$ cat config.mk
export PLATFORM = sky130hd
export DESIGN_NAME = muldiv_unit
export DESIGN_NICKNAME = d
export VERILOG_FILES = /design/src/rtl/muldiv_unit.sv
export SDC_FILE = /design/constraint.sdc
export NUM_CORES = 1
export LEC_CHECK = 0
export ABC_AREA = 1
export BUFFER_PORTS_ARGS = -buffer_cell sky130_fd_sc_hd__buf_2
export CAP_MARGIN = 25
export CORE_ASPECT_RATIO = 1.1
export CORE_MARGIN = 1.5
export CORE_UTILIZATION = 55
export CTS_BUF_LIST = sky130_fd_sc_hd__clkbuf_2 sky130_fd_sc_hd__clkbuf_4 sky130_fd_sc_hd__clkbuf_8
export DETAILED_ROUTE_END_ITERATION = 8
export GPL_ROUTABILITY_DRIVEN = 0
export PLACE_DENSITY = 0.72
export SYNTH_ARGS = -nofsm -noshare
export SYNTH_HDL_FRONTEND = slang
export SYNTH_SLANG_ARGS = --single-unit
export TNS_END_PERCENT = 10
$ cat constraint.sdc
create_clock -name clk -period 21.9 [get_ports clk]
set_input_delay 3.285 -clock clk [delete_from_list [all_inputs] [get_ports clk]]
set_output_delay 3.285 -clock clk [all_outputs]
set_load 0.01 [all_outputs]
$ cat src/rtl/muldiv_unit.sv
// ---------------------------------------------------------------------------
// muldiv_unit
// Iterative RV32M multiply/divide sequencer that sits in EX beside the ALU.
// An accepted op runs one bit per cycle:
//   - 32 shift-add steps for multiplies.
//   - 32 restoring steps for divides.
// It then spends one cycle applying signs and raises a one-cycle done pulse.
// Divide-by-zero and signed overflow skip the iteration and complete in the
// cycle after acceptance.
//
// Ports
//   clk     in   core clock, rising edge
//   rst     in   asynchronous active-high reset
//   start   in   M-op present in EX (level)
//   op      in   funct3: MUL MULH MULHSU MULHU DIV DIVU REM REMU
//   src1    in   forwarded rs1 operand, sampled on the accepting edge
//   src2    in   forwarded rs2 operand, sampled on the accepting edge
//   flush   in   abort the current operation
//   stall   out  freeze PC / IF/ID / ID/EX while the op is in progress
//   busy    out  high while iterating or fixing signs
//   done    out  one-cycle completion pulse, result valid
//   result  out  registered result, held until the next done
// ---------------------------------------------------------------------------
module muldiv_unit #(
  parameter int WIDTH = 32
) (
  input  logic             clk,
  input  logic             rst,
  input  logic             start,
  input  logic [2:0]       op,
  input  logic [WIDTH-1:0] src1,
  input  logic [WIDTH-1:0] src2,
  input  logic             flush,
  output logic             stall,
  output logic             busy,
  output logic             done,
  output logic [WIDTH-1:0] result
);

  localparam int              CW       = $clog2(WIDTH);
  localparam logic [CW-1:0]   CNT_LAST = CW'(WIDTH - 1);
  localparam logic [CW-1:0]   CNT_ONE  = {{(CW-1){1'b0}}, 1'b1};
  localparam logic [CW-1:0]   CNT_ZERO = {CW{1'b0}};
  localparam logic [WIDTH-1:0] ZERO_W   = {WIDTH{1'b0}};
  localparam logic [WIDTH-1:0] ALL_ONES = {WIDTH{1'b1}};
  localparam logic [WIDTH-1:0] MIN_NEG  = {1'b1, {(WIDTH-1){1'b0}}};
  localparam logic [2*WIDTH-1:0] ZERO_2W = {(2*WIDTH){1'b0}};

  localparam logic [2:0] OP_MUL    = 3'b000;
  localparam logic [2:0] OP_MULH   = 3'b001;
  localparam logic [2:0] OP_MULHSU = 3'b010;
  localparam logic [2:0] OP_MULHU  = 3'b011;
  localparam logic [2:0] OP_DIV    = 3'b100;
  localparam logic [2:0] OP_DIVU   = 3'b101;
  localparam logic [2:0] OP_REM    = 3'b110;
  localparam logic [2:0] OP_REMU   = 3'b111;

  typedef enum logic [1:0] {
    S_IDLE = 2'd0,
    S_CALC = 2'd1,
    S_FIX  = 2'd2,
    S_DONE = 2'd3
  } state_t;

  // Two's-complement negate of a single-width value when n is set.
  function automatic logic [WIDTH-1:0] neg_if(input logic [WIDTH-1:0] v, input logic n);
    neg_if = n ? (ZERO_W - v) : v;
  endfunction

  // Two's-complement negate of a double-width value when n is set.
  function automatic logic [2*WIDTH-1:0] neg2_if(input logic [2*WIDTH-1:0] v, input logic n);
    neg2_if = n ? (ZERO_2W - v) : v;
  endfunction

  state_t state_q, state_d;

  logic [2:0]         op_q;
  logic               neg1_q, neg2_q;
  logic [CW-1:0]      cnt_q;
  logic [2*WIDTH-1:0] prod_q;
  logic [2*WIDTH-1:0] mcand_q;
  logic [WIDTH-1:0]   mplier_q;
  logic [WIDTH-1:0]   rem_q;
  logic [WIDTH-1:0]   quot_q;
  logic [WIDTH-1:0]   dvd_q;
  logic [WIDTH-1:0]   dvs_q;

  logic               busy_q, busy_d;
  logic               done_q, done_d;
  logic [WIDTH-1:0]   result_q, result_d;

  logic               src1_signed_s, src2_signed_s;
  logic               neg1_s, neg2_s;
  logic [WIDTH-1:0]   mag1_s, mag2_s;
  logic               div_zero_s, div_ovf_s, special_s;
  logic [WIDTH-1:0]   special_res_s;
  logic               accept_s;

  logic [2*WIDTH-1:0] prod_step_s;
  logic [WIDTH:0]     rem_shift_s;
  logic [WIDTH-1:0]   rem_sub_s;
  logic               qbit_s;

  logic [2*WIDTH-1:0] prod_fix_s;
  logic [WIDTH-1:0]   quot_fix_s;
  logic [WIDTH-1:0]   rem_fix_s;
  logic [WIDTH-1:0]   fix_res_s;

  // Which operands are interpreted as signed for the incoming op.
  always_comb begin
    src1_signed_s = 1'b0;
    src2_signed_s = 1'b0;
    case (op)
      OP_MULH: begin
        src1_signed_s = 1'b1;
        src2_signed_s = 1'b1;
      end
      OP_MULHSU: begin
        src1_signed_s = 1'b1;
        src2_signed_s = 1'b0;
      end
      OP_DIV, OP_REM: begin
        src1_signed_s = 1'b1;
        src2_signed_s = 1'b1;
      end
      default: begin
        src1_signed_s = 1'b0;
        src2_signed_s = 1'b0;
      end
    endcase
  end

  // Magnitudes feed the unsigned datapath; signs are re-applied in FIX.
  // The magnitude of the most negative value is the same bit pattern, read unsigned.
  assign neg1_s = src1_signed_s & src1[WIDTH-1];
  assign neg2_s = src2_signed_s & src2[WIDTH-1];
  assign mag1_s = neg_if(src1, neg1_s);
  assign mag2_s = neg_if(src2, neg2_s);

  // DIV and REM (op[0]==0) are the signed divides that can overflow.
  assign div_zero_s = op[2] & (src2 == ZERO_W);
  assign div_ovf_s  = op[2] & ~op[0] & (src1 == MIN_NEG) & (src2 == ALL_ONES);
  assign special_s  = div_zero_s | div_ovf_s;

  // Architectural results for the cases that bypass iteration (op[1] selects REM*).
  always_comb begin
    special_res_s = ZERO_W;
    if (div_zero_s) begin
      special_res_s = op[1] ? src1 : ALL_ONES;
    end else begin
      special_res_s = op[1] ? ZERO_W : MIN_NEG;
    end
  end

  assign accept_s = (state_q == S_IDLE) & start & ~flush;

  // One shift-add multiply step and one restoring divide step.
  always_comb begin
    prod_step_s = mplier_q[0] ? (prod_q + mcand_q) : prod_q;
    rem_shift_s = {rem_q, dvd_q[WIDTH-1]};
    // The difference is always below the divisor, so WIDTH bits hold it exactly.
    if (rem_shift_s >= {1'b0, dvs_q}) begin
      rem_sub_s = rem_shift_s[WIDTH-1:0] - dvs_q;
      qbit_s    = 1'b1;
    end else begin
      rem_sub_s = rem_shift_s[WIDTH-1:0];
      qbit_s    = 1'b0;
    end
  end

  // Sign correction and output word selection.
  assign prod_fix_s = neg2_if(prod_q, neg1_q ^ neg2_q);
  assign quot_fix_s = neg_if(quot_q, neg1_q ^ neg2_q);
  assign rem_fix_s  = neg_if(rem_q, neg1_q);

  // Pick the architectural result word for the latched op.
  always_comb begin
    fix_res_s = ZERO_W;
    case (op_q)
      OP_MUL:                       fix_res_s = prod_fix_s[WIDTH-1:0];
      OP_MULH, OP_MULHSU, OP_MULHU: fix_res_s = prod_fix_s[2*WIDTH-1:WIDTH];
      OP_DIV, OP_DIVU:              fix_res_s = quot_fix_s;
      OP_REM, OP_REMU:              fix_res_s = rem_fix_s;
      default:                      fix_res_s = ZERO_W;
    endcase
  end

  // Next-state and registered-output logic of the sequencer.
  always_comb begin
    state_d  = state_q;
    result_d = result_q;
    busy_d   = 1'b0;
    done_d   = 1'b0;
    case (state_q)
      S_IDLE: begin
        if (accept_s) begin
          if (special_s) begin
            state_d  = S_DONE;
            result_d = special_res_s;
          end else begin
            state_d = S_CALC;
          end
        end else begin
          state_d = S_IDLE;
        end
      end
      S_CALC: begin
        if (flush) begin
          state_d = S_IDLE;
        end else if (cnt_q == CNT_LAST) begin
          state_d = S_FIX;
        end else begin
          state_d = S_CALC;
        end
      end
      S_FIX: begin
        if (flush) begin
          state_d = S_IDLE;
        end else begin
          state_d  = S_DONE;
          result_d = fix_res_s;
        end
      end
      // start seen here belongs to the instruction now completing.
      S_DONE: state_d = S_IDLE;
      default: state_d = S_IDLE;
    endcase
    busy_d = (state_d == S_CALC) | (state_d == S_FIX);
    done_d = (state_d == S_DONE);
  end

  // State and output registers.
  always_ff @(posedge clk or posedge rst) begin
    if (rst) begin
      state_q  <= S_IDLE;
      busy_q   <= 1'b0;
      done_q   <= 1'b0;
      result_q <= ZERO_W;
    end else begin
      state_q  <= state_d;
      busy_q   <= busy_d;
      done_q   <= done_d;
      result_q <= result_d;
    end
  end

  // Operand capture on acceptance, then one iteration per CALC cycle.
  always_ff @(posedge clk or posedge rst) begin
    if (rst) begin
      op_q     <= 3'b000;
      neg1_q   <= 1'b0;
      neg2_q   <= 1'b0;
      cnt_q    <= CNT_ZERO;
      prod_q   <= ZERO_2W;
      mcand_q  <= ZERO_2W;
      mplier_q <= ZERO_W;
      rem_q    <= ZERO_W;
      quot_q   <= ZERO_W;
      dvd_q    <= ZERO_W;
      dvs_q    <= ZERO_W;
    end else if (accept_s) begin
      op_q     <= op;
      neg1_q   <= neg1_s;
      neg2_q   <= neg2_s;
      cnt_q    <= CNT_ZERO;
      prod_q   <= ZERO_2W;
      mcand_q  <= {ZERO_W, mag1_s};
      mplier_q <= mag2_s;
      rem_q    <= ZERO_W;
      quot_q   <= ZERO_W;
      dvd_q    <= mag1_s;
      dvs_q    <= mag2_s;
    end else if (state_q == S_CALC) begin
      cnt_q    <= cnt_q + CNT_ONE;
      prod_q   <= prod_step_s;
      mcand_q  <= {mcand_q[2*WIDTH-2:0], 1'b0};
      mplier_q <= {1'b0, mplier_q[WIDTH-1:1]};
      rem_q    <= rem_sub_s;
      quot_q   <= {quot_q[WIDTH-2:0], qbit_s};
      dvd_q    <= {dvd_q[WIDTH-2:0], 1'b0};
    end
  end

  // The accepting-cycle term must hold the instruction in EX before any state
  // change, hence combinational; reset forces it low like the other outputs.
  assign stall  = ~rst & (accept_s | busy_q);
  assign busy   = busy_q;
  assign done   = done_q;
  assign result = result_q;

endmodule

==> results by group, run 1 <==
GRT
  • Initial antenna violation count: 1
  • Overflow left after global routing: 0
  • GR Util All Layers: a little under two fifths
  • Number of global-route vias before repair: 26300
  • Largest net degree at the start of global routing: 83
  • First-pass GRT wire length: 145000 µm

Drt
  • Starting DRT DRC Count: 2852
  • Via count: about 29000
  • Vias per cell: around 5.8
  • Post-DR wirelength/cell: 19.1 µm
  • Final ANT Viol Nets: 0
  • DRT Pass-1 Iters: 8
  • Final WL: between 90000 and 100000 µm
  • Residual DRC: 0

Clock tree
  • Clock buffer depth: 3
  • Clock Latency Late Sink: approximately 0.69 ns
  • CTS tree: done
  • Root Buffer: clkbuf_8
  • CTS sink cnt: a little over 300
  • Clock slew at reported path FFs: roughly 0.06 ns
  • Post-CTS Setup Bufs: 0
  • Post-cts sizing count: 0
  • Hold Buf Count CTS: 0
  • CTS buffer count: between 50 and 60
  • H-tree depth: 2

Setup path
  • R2R Setup Slk: between 15 and 20 ns
  • Crit start category: input port
  • Crit path largest cell delay: about 0.64 ns
  • Crit-path slowest cell: inv_2
  • Crit path to: stall
  • CP arrival: 4.88 ns
  • Delay-heaviest family, CP: buffers and inverters
  • Crit Reg-Reg Endpoint: result[7]
  • CP required: approximately 19 ns
  • Setup CP Type: input port to output port
  • Crit Path Max Fanout: between 50 and 60
  • FF-to-FF Start: state_q[1]
  • CP Depth: 8
  • Crit. End Element: output port
  • R2R depth: 11
  • Crit path from: flush
  • Crit-path cells: buf_2 -> inv_1 -> nand3_2 -> buf_4 -> inv_2 -> nor2_1 -> nor2_1 -> buf_2
  • WP buf/inv: 5

Synth
  • Cells after synthesis: about 4200
  • Net Count, Synth: ~4400
  • Commonest cells in the netlist: nand2_1, nor2_1, inv_1, nand3_1, dfrtp_1
  • Synthesized flop and latch total: roughly 300
  • Avg Synthesized Cell Area: just over 6 µm²
  • Sequential fraction of the synthesis area: between 20% and 30%
  • Synth warn: 0
  • Post-synth top area share: 28.9%
  • Post-synth EDFFs: 0
  • Top_reg_cell synth: dfrtp_1
  • Most frequent cell after synthesis: nand2_1
  • Top post-synthesis cells by area: dfrtp_1, nand2_1, nand3_1
  • Mapped Area: ~26000 µm²
  • Yosys top cell by area: dfrtp_1
  • Asr flop ratio synth: 100%
  • Count of cell types in the netlist: 58

Pwr
  • VDD IR max: roughly 0.000088 V
  • Switch Pwr: 2.20 mW
  • Pwr Density: roughly 140 nW/µm²
  • Combinational power share: ~60%
  • Sw frac: between 50% and 60%
  • Leakage: around 14 nW
  • Clock Power Share: approximately 14%
  • Sequential share of power: between 20% and 30%
  • P_int: 1.86 mW

STA
  • # setup viols final: 0
  • Skew final: approximately 0.032 ns
  • RSZ-0062 raised after global routing: false
  • Worst Tran Pin Value: ~1.1 ns
  • Final hold vios: 0
  • Worst hold slack: around 0.47 ns
  • Tcrit/Tclk final: between 30% and 40%
  • Maximum clock rate: between 0.1 and 0.15 GHz
  • Setup_tns: 0 ns
  • Worst slew margin: between 20 and 30%
  • Slew Viols, Final: 0
  • Fin crit period: a little over 8 ns

Die
  • CORE AREA: between 40000 and 50000 µm²
  • Die Area: roughly 49000 µm²
  • Row Count: 83
  • Die X: between 200 and 250 µm
  • Ports: ~110
  • Initial Utilization: 55.8%
  • Die height: between 200 and 250 µm

Place
  • Post-DP HPWL: 73300 µm
  • Port buffer count: 105

Run
  • Maxcap violations: 0

Layout
  • Register Area: 7560 µm²
  • Layout area overhead: 8.24%
  • Layout Nets: between 4000 and 5000
  • Layout cells sized above 1: under 10%
  • Fillers: approximately 4700
  • Multi-input gate area: about 16000 µm²

Status
  • Outcome: finished, final reports clean

Hold path
  • HP Class: flop to flop
per-stage QoR:
step                      utilization (%)  total power [mW]  setup WS, ns  instances  instance area, µm²
after CTS                            60.4              3.98         13.75       4958               28300
after global placement               57.8              3.35         13.81       4858               27100
after floorplan                         -              2.67         10.27       4226               26100
final                                60.4              4.05         13.73       4960               28300
after global routing                 60.4              4.36         13.62       4960               28300
after detailed placement             57.8              3.37         13.75       4859               27100
worst reg2reg max path, delay by kind of cell, from the launching register on:
family	cells	cell delay, ns
DFF	1	0.42
AOI/OAI and AO/OA	2	0.30
buffers and inverters	5	2.24
and+or+nand+nor	4	0.88
area by class of cell:
type / instances / share of cell area (%)
Antenna cell: 1 / 0.00884
Sequential cell: 302 / 26.7
Tap cell: 637 / 2.82
Inverter: 571 / 7.62
Multi-Input combinational cell: 3226 / 56.1
Clock buffer: 78 / 3.44
Timing Repair Buffer: 124 / 2.50
Clock inverter: 21 / 0.760
per-layer routing:
layer / track usage, % / up-vias / wire length (µm)
li1: - / 14000 / -
met1: 47.9 / 13200 / 37300
met2: 60.2 / 1357 / 41700
met3: 7.02 / 327 / 8370
met4: 26.7 / 0 / 7130
met5: 0 / - / 0
power by group through the flow:
stage	logic (mW)	registers (mW)	clock network, mW
2_1_floorplan	1.77	0.906	0
3_3_place_gp	2.35	1.00	0
3_5_place_dp	2.37	1.01	0
4_1_cts	2.38	0.998	0.596
5_1_grt	2.71	1.03	0.620
6_report	2.45	1.02	0.589
worst min path at each step:
| stage | start | endpoint | slack, ns | depth (start not counted) |
|---|---|---|---|---|
| after global routing | cnt_q[3] | cnt_q[3] | 0.49 | 1 |
| after floorplan | cnt_q[3] | cnt_q[3] | 0.43 | 1 |
| final | cnt_q[3] | cnt_q[3] | 0.47 | 1 |
| after detailed placement | cnt_q[3] | cnt_q[3] | 0.46 | 1 |
| after global placement | mplier_q[31] | mplier_q[31] | 0.46 | 2 |
| after CTS | cnt_q[3] | cnt_q[3] | 0.47 | 1 |
sequential cells by signal (all words and copies together), names as in the netlist, 3 cells and up:
| signal | cells |
|---|---|
| cnt_q | 5 |
| dvs_q | 32 |
| mcand_q | 64 |
| mplier_q | 32 |
| op_q | 3 |
| prod_q | 64 |
| quot_q | 32 |
| rem_q | 32 |
| result | 32 |
cell usage in the layout, fill, tap and decap left out, types with 16 or more instances in the layout:
cell      count
nand2_1    1110
nor2_1      560
inv_1       556
nand3_1     455
dfrtp_1     302
o21ai_0     282
a21oi_1     252
buf_2       105
ha_1        104
o22ai_1      77
clkbuf_8     62
nand4_1      48
nor3_1       44
nand3b_1     33
a21oi_2      26
xor2_1       26
o21bai_1     24
o221ai_1     19
buf_4        17
clkbuf_4     16
cell families (layout without fill, tap and decap cells):
logic type	count (synthesis)	after routing	synth area share (%)
and+or+nand+nor	2323	2323	37.7
AOI/OAI and AO/OA	756	756	16.4
buffers and inverters	698	794	10.4
DFF	302	302	28.9
adders and majority gates	106	106	5.13
xor gates and xnor gates	41	41	1.37
other	0	1	0
No activity file was read; power rests on OpenSTA's default activity.
==> run 2, diff against run 1 <==
--- a/config.mk
+++ b/config.mk
@@ -14,7 +14,7 @@
 export CTS_BUF_LIST = sky130_fd_sc_hd__clkbuf_2 sky130_fd_sc_hd__clkbuf_4 sky130_fd_sc_hd__clkbuf_8
 export DETAILED_ROUTE_END_ITERATION = 8
 export GPL_ROUTABILITY_DRIVEN = 0
-export PLACE_DENSITY = 0.72
+export PLACE_DENSITY = 0.75
 export SYNTH_ARGS = -nofsm -noshare
 export SYNTH_HDL_FRONTEND = slang
 export SYNTH_SLANG_ARGS = --single-unit
==> constraint.sdc (replaced) <==
create_clock -name clk -period 6.7 [get_ports clk]
set_input_delay 1.005 -clock clk [delete_from_list [all_inputs] [get_ports clk]]
set_output_delay 1.005 -clock clk [all_outputs]
set_load 0.01 [all_outputs]
==> run 2 against run 1 <==
Routed wire length shrank 0.36%; die area unchanged; flip-flop and latch count did not move; hold slack lost 0.27 ns; clock power increased to 3.2 times the previous value; critical path depth unchanged; count of clock-buffer cells in the layout grew 2; design area about the same; power rose to 3.3 times the previous value; register-to-register slack got worse by 15 ns; global-route usage about the same; cell count is 0.10% lower.
==> results by group, run 2 (synthesis gave the netlist of run 1 again) <==
STA
  • Worst slew margin: 22.0% (-7.8 points)
  • Final hold vios: 0 (unchanged)
  • # setup viols final: 0 (unchanged)
  • Maximum clock rate: around 0.27 GHz
  • Fin crit period: approximately 3.6 ns
  • Skew final: 0.0542 ns (+0.0222 ns)
  • Setup_tns: 0 ns (unchanged)
  • Worst Tran Pin Value: 1.16 ns (+0.106 ns)
  • Tcrit/Tclk final: 54.5%
  • Fin worst setup slack: 3.05 ns (-10.68 ns)
  • Slew Viols, Final: 0 (unchanged)
  • RSZ-0062 raised after global routing: false
  • Worst hold slack: 0.201 ns (-0.271 ns)

Setup path
  • CP required: 5.69 ns (-12.93 ns)
  • CP arrival: 2.64 ns (-2.24 ns)
  • Crit Path Max Fanout: 59 (unchanged)
  • Crit-path cells: nor2_1 -> nand3_2 -> buf_4 -> inv_2 -> buf_4 -> nor2_1 -> nor2_1 -> buf_2
  • Crit Reg-Reg Endpoint: result[14]
  • Crit-path slowest cell: buf_4
  • FF-to-FF Start: neg1_q
  • R2R Setup Slk: 3.19 ns (-14.79 ns)
  • Crit. End Element: output port
  • Crit path largest cell delay: 0.47 ns (-0.17 ns)
  • Most used cell, CP: nor2_1
  • R2R depth: 12 (+1)
  • Crit start category: flop
  • Setup CP Type: flop to output port

Status
  • Outcome: finished, final reports clean

Layout
  • Commonest cells after routing, fill and taps aside: nand2_1, nor2_1, inv_1
  • Post-route insts no fill: 4955 (-0.10%)
  • ANT cells: 0 (-1)
  • Layout area overhead: 8.20% (about the same)
  • Biggest regs: mcand_q: 64 flops, prod_q: 64 flops
  • Layout cells sized above 1: 7.25% (-0.086 points)
  • Commonest non-fill, non-tap cell in the layout: nand2_1
  • Layout Nets: 4457 (+0.022%)

Clock tree
  • CTS tree: done
  • Clock Latency Late Sink: 0.69 ns (about the same)
  • Clock slew at reported path FFs: 0.06 ns (about the same)
  • Root Buffer: clkbuf_8
  • Clock buffer depth: 3 (unchanged)
  • Hold Buf Count CTS: 0 (unchanged)
  • Post-cts sizing count: 0 (unchanged)
  • H-tree depth: 2 (unchanged)
  • CTS buffer count: 53 (-1.9%)
  • Post-CTS Setup Bufs: 0 (unchanged)
  • CTS sink cnt: 302 (unchanged)

GRT
  • Number of global-route vias before repair: 26800 (+1.9%)
  • First-pass GRT wire length: 146000 µm (+0.95%)
  • GR Util All Layers: 38.4% (+0.039 points)
  • Overflow left after global routing: 0 (unchanged)
  • Initial antenna violation count: 1 (unchanged)
  • Largest net degree at the start of global routing: 126 (+52%)

Die
  • Ports: 106 (unchanged)
  • Row Count: 83 (unchanged)
  • Die X: 211 µm (unchanged)
  • CORE AREA: 46800 µm² (unchanged)
  • Initial Utilization: 55.8% (unchanged)
  • Die height: 232 µm (unchanged)
  • Die Area: 48900 µm² (unchanged)

Place
  • Post-DP HPWL: 72600 µm (-0.89%)
  • Placed cells: 4859 (unchanged)
  • Port buffer count: 105 (unchanged)
  • Pre-CTS WS: 2.77 ns (-10.98 ns)

Drt
  • Final ANT Viol Nets: 0 (unchanged)
  • DRT Pass-1 Iters: 8 (unchanged)
  • Starting DRT DRC Count: 3089 (+8.3%)
  • Via count: 28900 (+0.29%)
  • Residual DRC: 0 (unchanged)
  • Post-DR wirelength/cell: 19.0 µm (-0.26%)
  • Vias per cell: 5.84 (+0.39%)
  • Final WL: 94200 µm (-0.36%)

Pwr
  • Pwr Density: 465 nW/µm² (+230%)
  • Leakage: 14.2 nW (about the same)
  • VDD IR max: 0.000378 V (+330%)

Hold path
  • HP Class: input port to async pin

Run
  • Maxcap violations: 0 (unchanged)
run 2: final cells by class:
type                            count  area, µm²
Clock buffer                       80       1010
Clock inverter                     13        119
Fill cell                        4699      18500
Inverter                          571       2150
Multi-Input combinational cell   3226      15900
Sequential cell                   302       7560
Tap cell                          637        797
Timing Repair Buffer              126        761
run 2: power by group:
group | switching [mW] | internal [mW] | leakage [nW]
Combinational | 5.40 | 2.54 | 9.72
Sequential | 0.882 | 2.47 | 3.90
Clock | 0.863 | 1.01 | 0.604
Total | 7.14 | 6.03 | 14.2
run 2: routing by layer:
layer  track usage, %  vias to the layer above  share of wire [%]
met5                0                        -              0.013
met2             60.6                     1389                 44
met3             8.77                      413                9.6
met4             28.2                        2                8.5
met1             46.0                    13200                 38
li1                 -                    14000                  -
run 2: through the flow:
stage	utilization (%)	power, mW	instance area, µm²
floorplan	-	8.74	26200
global placement	57.8	10.9	27100
detailed placement	57.8	11.0	27100
CTS	60.2	12.9	28200
global route	60.4	14.2	28300
finish	60.4	13.2	28300
run 2: worst max path at each step:
stage | from | endpoint | slack [ns] | cells after the start
finish | state_q[1] | stall | 3.05 | 8
global placement | op[1] | mplier_q[12] | 2.83 | 10
floorplan | rst | busy | 1.68 | 1
CTS | state_q[1] | stall | 3.03 | 8
detailed placement | op[1] | mplier_q[12] | 2.77 | 10
global route | state_q[1] | stall | 2.84 | 8
run 2: critical path: cells and delay by family, from the launching register on:
| kind | cells | cell delay (ns) |
|---|---|---|
| and+or+nand+nor | 4 | 0.48 |
| DFF | 1 | 0.42 |
| buffers and inverters | 4 | 1.06 |
